<file path="src/rtl/id_ex_reg_pkg.sv">
// rtl/id_ex_reg_pkg.sv - shared widths, op-class codes and constants for the ID->EX register
package id_ex_reg_pkg;

    localparam int OP_HIGH_W = 3;
    localparam int OP_LOW_W  = 4;
    localparam int WORD_W    = 32;
    localparam int REG_AW    = 5;

    localparam logic [OP_HIGH_W-1:0] EX_HIGH_NOP   = 3'd0;
    localparam logic [OP_HIGH_W-1:0] EX_HIGH_LOGIC = 3'd1;
    localparam logic [OP_HIGH_W-1:0] EX_HIGH_ARITH = 3'd2;
    localparam logic [OP_HIGH_W-1:0] EX_HIGH_SHIFT = 3'd3;
    localparam logic [OP_HIGH_W-1:0] EX_HIGH_MOVE  = 3'd4;
    localparam logic [OP_HIGH_W-1:0] EX_HIGH_JUMP  = 3'd5;

    localparam logic [OP_LOW_W-1:0] EX_LOGIC_AND = 4'd0;
    localparam logic [OP_LOW_W-1:0] EX_LOGIC_OR  = 4'd1;
    localparam logic [OP_LOW_W-1:0] EX_LOGIC_XOR = 4'd2;
    localparam logic [OP_LOW_W-1:0] EX_LOGIC_NOR = 4'd3;

    localparam logic [WORD_W-1:0] ZERO_WORD = '0;

    // Unit enable: a bubble never enables a unit, whatever its class field holds.
    function automatic logic unit_sel(input logic valid,
                                      input logic [OP_HIGH_W-1:0] op_high,
                                      input logic [OP_HIGH_W-1:0] cls);
        return valid && (op_high == cls);
    endfunction

endpackage

</file>
<file path="src/rtl/id_ex_reg_pipe_field_reg.sv">
// rtl/id_ex_reg_pipe_field_reg.sv - one pipeline field group with flush/bubble/hold/load control
module pipe_field_reg #(
    parameter int W = 8
) (
    input  logic         clk,
    input  logic         rst,
    input  logic         flush,
    input  logic         bubble,
    input  logic         hold,
    input  logic         load,
    input  logic [W-1:0] d,
    output logic [W-1:0] q
);

    // All-zero is the bubble encoding (NOP class, no writeback, not valid).
    always_ff @(posedge clk or negedge rst) begin
        if (!rst) begin
            q <= '0;
        end else if (flush || bubble) begin
            q <= '0;
        end else if (hold) begin
            q <= q;
        end else if (load) begin
            q <= d;
        end
    end

endmodule

</file>
<file path="src/rtl/id_ex_reg.sv">
// rtl/id_ex_reg.sv - ID->EX pipeline register with stall-hold, bubble, flush and delay-slot tracking
module id_ex_reg
    import id_ex_reg_pkg::*;
#(
    parameter int OP_HIGH_W_P = OP_HIGH_W,
    parameter int OP_LOW_W_P  = OP_LOW_W,
    parameter int WORD_W_P    = WORD_W,
    parameter int REG_AW_P    = REG_AW
) (
    input  logic                   clk,
    input  logic                   rst,
    input  logic                   flush,
    input  logic                   stallId,
    input  logic                   stallEx,
    input  logic [OP_HIGH_W_P-1:0] idOpHigh,
    input  logic [OP_LOW_W_P-1:0]  idOpLow,
    input  logic [WORD_W_P-1:0]    idSrcLeft,
    input  logic [WORD_W_P-1:0]    idSrcRight,
    input  logic                   idWriteEnable,
    input  logic [REG_AW_P-1:0]    idWriteAddr,
    input  logic [WORD_W_P-1:0]    idLinkAddr,
    input  logic                   idInDelaySlot,
    input  logic                   idNextInDelaySlot,
    output logic                   exValid,
    output logic [OP_HIGH_W_P-1:0] exOpHigh,
    output logic [OP_LOW_W_P-1:0]  exOpLow,
    output logic [WORD_W_P-1:0]    exSrcLeft,
    output logic [WORD_W_P-1:0]    exSrcRight,
    output logic                   exWriteEnable,
    output logic [REG_AW_P-1:0]    exWriteAddr,
    output logic [WORD_W_P-1:0]    exLinkAddr,
    output logic                   exInDelaySlot,
    output logic                   exLogicEnable,
    output logic                   exArithEnable,
    output logic                   exShiftEnable,
    output logic                   idIsInDelaySlot
);

    localparam int CTRL_W = 1 + OP_HIGH_W_P + OP_LOW_W_P + 1 + REG_AW_P + 1;
    localparam int DATA_W = 3 * WORD_W_P;

    logic bubble;
    logic hold;
    logic load;

    // EX stalled holds everything; stallEx without stallId is illegal but also holds.
    assign bubble = stallId && !stallEx;
    assign hold   = stallEx;
    assign load   = !stallId && !stallEx;

    pipe_field_reg #(.W(CTRL_W)) u_ctrl (
        .clk    (clk),
        .rst    (rst),
        .flush  (flush),
        .bubble (bubble),
        .hold   (hold),
        .load   (load),
        .d      ({1'b1, idOpHigh, idOpLow, idWriteEnable, idWriteAddr, idInDelaySlot}),
        .q      ({exValid, exOpHigh, exOpLow, exWriteEnable, exWriteAddr, exInDelaySlot})
    );

    pipe_field_reg #(.W(DATA_W)) u_data (
        .clk    (clk),
        .rst    (rst),
        .flush  (flush),
        .bubble (bubble),
        .hold   (hold),
        .load   (load),
        .d      ({idSrcLeft, idSrcRight, idLinkAddr}),
        .q      ({exSrcLeft, exSrcRight, exLinkAddr})
    );

    // A bubble keeps the flag: the branch it follows has not left ID's view yet.
    always_ff @(posedge clk or negedge rst) begin
        if (!rst) begin
            idIsInDelaySlot <= 1'b0;
        end else if (flush) begin
            idIsInDelaySlot <= 1'b0;
        end else if (load) begin
            idIsInDelaySlot <= idNextInDelaySlot;
        end
    end

    assign exLogicEnable = unit_sel(exValid, OP_HIGH_W'(exOpHigh), EX_HIGH_LOGIC);
    assign exArithEnable = unit_sel(exValid, OP_HIGH_W'(exOpHigh), EX_HIGH_ARITH);
    assign exShiftEnable = unit_sel(exValid, OP_HIGH_W'(exOpHigh), EX_HIGH_SHIFT);

    illegal_stall_combo: assert property (@(posedge clk) disable iff (!rst || flush)
                                          !(stallEx && !stallId));

endmodule

</file>
<file path="config.mk">
export PLATFORM = sky130hd
export DESIGN_NAME = id_ex_reg
export DESIGN_NICKNAME = d
export VERILOG_FILES = /design/src/rtl/id_ex_reg_pkg.sv /design/src/rtl/id_ex_reg_pipe_field_reg.sv /design/src/rtl/id_ex_reg.sv
export SDC_FILE = /design/constraint.sdc
export NUM_CORES = 1
export LEC_CHECK = 0
export CAP_MARGIN = 10
export CORE_ASPECT_RATIO = 0.7
export CORE_UTILIZATION = 30
export DETAILED_ROUTE_END_ITERATION = 8
export GPL_TIMING_DRIVEN = 1
export HOLD_SLACK_MARGIN = 0.08
export SLEW_MARGIN = 20
export SYNTH_ARGS = -nofsm -noshare
export SYNTH_HDL_FRONTEND = slang
export SYNTH_SLANG_ARGS = --single-unit
</file>
<file path="constraint.sdc">
create_clock -name clk -period 2 [get_ports clk]
set_clock_uncertainty 0.1 [all_clocks]
set_input_delay 0.3 -clock clk [delete_from_list [all_inputs] [get_ports clk]]
set_output_delay 0.3 -clock clk [all_outputs]
set_load 0.05 [all_outputs]
</file>
==> impl_results.md <==
* Unrepaired setup endpoints after global routing: false
* Via count at around 3500
* Asr flop ratio synth at between 90% and 100%
* Critical path data required time at between 1500 and 2000 ps
* Htree depth at 3
* Pin count of the biggest net entering global routing at 63
* First-pass GRT wire length at roughly 20000 µm
* Clk pin slew, worst setup/hold paths at approximately 70 ps
* Syn-to-layout area delta at 66.0%
* Crit end category: primary output
* CP max stage cell: clkdlybuf4s50_1
* Final setup fails at 0
* Aggregate global-route resource usage at between 15 and 20%
* Cell Pwr Density at 720 nW/µm²
* EDFF count, synth at 0
* Final hold slack at ~340 ps
* Vias/cell at slightly above 5
* Met3 Usage GRT at slightly below 8%
* Sequential share of the synthesized area at approximately 66%
* Top-count cell post-synth: dfrtp_1
* Cell taking the most area after synthesis: dfrtp_1
* Clock sinks at around 110
* Worst vdd ir at 0.406 mV
* Least-Margin Pin Slew at between 500 and 600 ps
* I/O pin count at ~230
* Post-Syn Area at between 4000 and 5000 µm²
* Max-cap viol count at 0
* M2 GR Usage at 28.4%
* CP Launch Type: flip-flop
* Area of the die at about 15000 µm²
* Worst Hold Class: primary input to async pin
* Layout cells sized above 1 at between 8 and 9%
* Overflow after GRT at 0
* Final worst path period need at approximately 1900 ps
* Clock share of power at between 30 and 40%
* Outcome: completed
* Latest clock arrival within the worst-skew pair at ~330 ps
* Number of synthesis warnings at 0
* Pre-Repair DR Iteration Count at 4
* Worst slew margin at 62.6%
* Number of global-route vias before repair at roughly 3600
* Post-synth top cells: 112 x dfrtp_1, 110 x a32o_1, 18 x buf_2
* DRC at 0
* CP delay by family, top: buffers and inverters
* TritonCTS Buffers at 9
* Inst Count DP at about 660
* Static leakage at between 2 and 3 nW
* Netlist cell types at 18
* PortBufs at 230
* Core area at ~13000 µm²
* Antenna-violating nets left at 0
* Root Driver: clkbuf_16
* Initial Utilization at a little under a third
* Seq. cell area at roughly 2800 µm²
* Synth top area share at approximately 66%
* Slowest stage delay, CP at roughly 840 ps
* Final HPWL DP at 8900 µm
* Final Worst Setup Slack at 71.1 ps
* Final WL at approximately 13000 µm
* CTS Buffer Depth at 2
* Layer with the highest usage: met2
* Int Pwr at between 3 and 4 mW
* CP Buf/Inv Count at 1
* Setup CP Type: flip-flop to primary output
* Sequential cell fraction of total power at around 47%
* Post-CTS Setup Inserts at 0
* Nets@finish at between 600 and 700
* Synth Flop Type: dfrtp_1
* Synthesized Nets at between 300 and 400
* CTS tree: built
* Syn avg cell area at between 15 and 20 µm²
* WP data arrival at 1530 ps
* Cell Area, Placed at 6740 µm²
* Non-filler cells, final at 680
* Period utilization at between 90 and 100%
* Synth area leaders: dfrtp_1 66%, a32o_1 26%, buf_2 2.1%, buf_6 1.9%, clkbuf_1 0.71%
* Cell chain of the critical path: clkdlybuf4s50_1
* Fillers at between 1000 and 1500
* Flops & latches, synth at roughly 110
* Fraction of power consumed by combinational cells at 20.2%
* Final Max Tran Viols at 0
* Multi-input gate area in the final layout at approximately 1200 µm²
* Design Area, Final at approximately 7000 µm²
* DR WL/cell at ~19 µm
* Crit-path max FO at 2
* Fin. Hold Viols at 0
* Switch Pwr at approximately 1.4 mW
* ANT cells at 0
* M1 GR Usage at a little under a quarter
* Post-Synthesis Cells at between 200 and 300
* Die height at 101 µm
* Initial antenna violation count at 0
* Max Clock Freq at a little over 500 MHz
* Violation count after the first detailed-route iteration at around 170
* Die width at roughly 140 µm
* Switching share of total power at between 20 and 30%
* FP Rows at 35
* Pre-CTS setup slack at ~250 ps
* Gp weighted congestion at about 0.76
* Post-layout util at a little over half
## path summary, 6_finish.rpt
| check | from | end | slack, ps | depth (start not counted) |
|---|---|---|---|---|
| max | u_data.q[57] | exSrcRight[25] | 70 | 1 |
| max in group asynchronous | rst | u_data.q[7] | 860 | 3 |
| min reg2reg | u_data.q[2] | u_data.q[2] | 390 | 1 |
| min in group clk | u_data.q[2] | u_data.q[2] | 390 | 1 |
| min | rst | u_data.q[74] | 340 | 2 |
| max reg2reg | u_ctrl.q[12] | u_ctrl.q[12] | 990 | 2 |
## power groups by stage
| stage | Combinational [mW] | Sequential [mW] | Clock [mW] |
|---|---|---|---|
| final | 1.02 | 2.40 | 1.64 |
| after global routing | 1.07 | 2.41 | 1.81 |
| after CTS | 1.03 | 2.40 | 1.71 |
| after detailed placement | 1.03 | 2.44 | 0 |
| after global placement | 1.02 | 2.44 | 0 |
| after floorplan | 0.199 | 2.74 | 0 |
## cells by family after synthesis
| kind of cell | after synthesis | synth area share (%) |
|---|---|---|
| AND/OR/NAND/NOR | 11 | 2.19 |
| buffers and inverters | 37 | 5.06 |
| AO/OA/AOI/OAI | 113 | 26.5 |
| flip-flops | 112 | 66.3 |
## sequential cells by signal, summed over array words and instances (netlist names)
signal / cells
u_ctrl.q: 15
u_data.q: 96
idIsInDelaySlot: 1
## layout make-up
class / count / area share (%)
Clock buffer: 12 / 3.37
Tap cell: 185 / 3.30
Timing Repair Buffer: 241 / 35.4
Multi-Input combinational cell: 124 / 17.4
Inverter: 2 / 0.125
Sequential cell: 112 / 39.9
Clock inverter: 4 / 0.446
## metrics by stage
stage | total power [mW] | TNS, ps
floorplan | 2.94 | -284
global placement | 3.46 | 0
detailed placement | 3.47 | 0
CTS | 5.14 | 0
global route | 5.29 | 0
finish | 5.05 | 0
## timing repair
item | in CTS | in global routing
hold endpoints to repair | 26 | 0
endpoints found under the setup margin | 3 | 1
gates resized for setup | 3 | 1
hold buffers | 1 | 0
cloned | 0 | 0
## cell usage in the layout (no fill, tap or decap), drive strengths merged, types with 2 or more instances in the layout
| cell | instances |
|---|---|
| clkdlybuf4s50 | 215 |
| dfrtp | 112 |
| a32o | 110 |
| buf | 21 |
| clkbuf | 12 |
| and2 | 4 |
| clkinvlp | 3 |
| dlygate4sd2 | 3 |
| nor4bb | 2 |
| clkinv | 2 |
| nor2 | 2 |
## metal layers
metal | share of wire (%) | wire length, µm
met5 | 0 | 0
met4 | 0.26 | 33
met3 | 10 | 1310
met2 | 46 | 5970
met1 | 43 | 5540
Power figures use the tool's default switching activity.
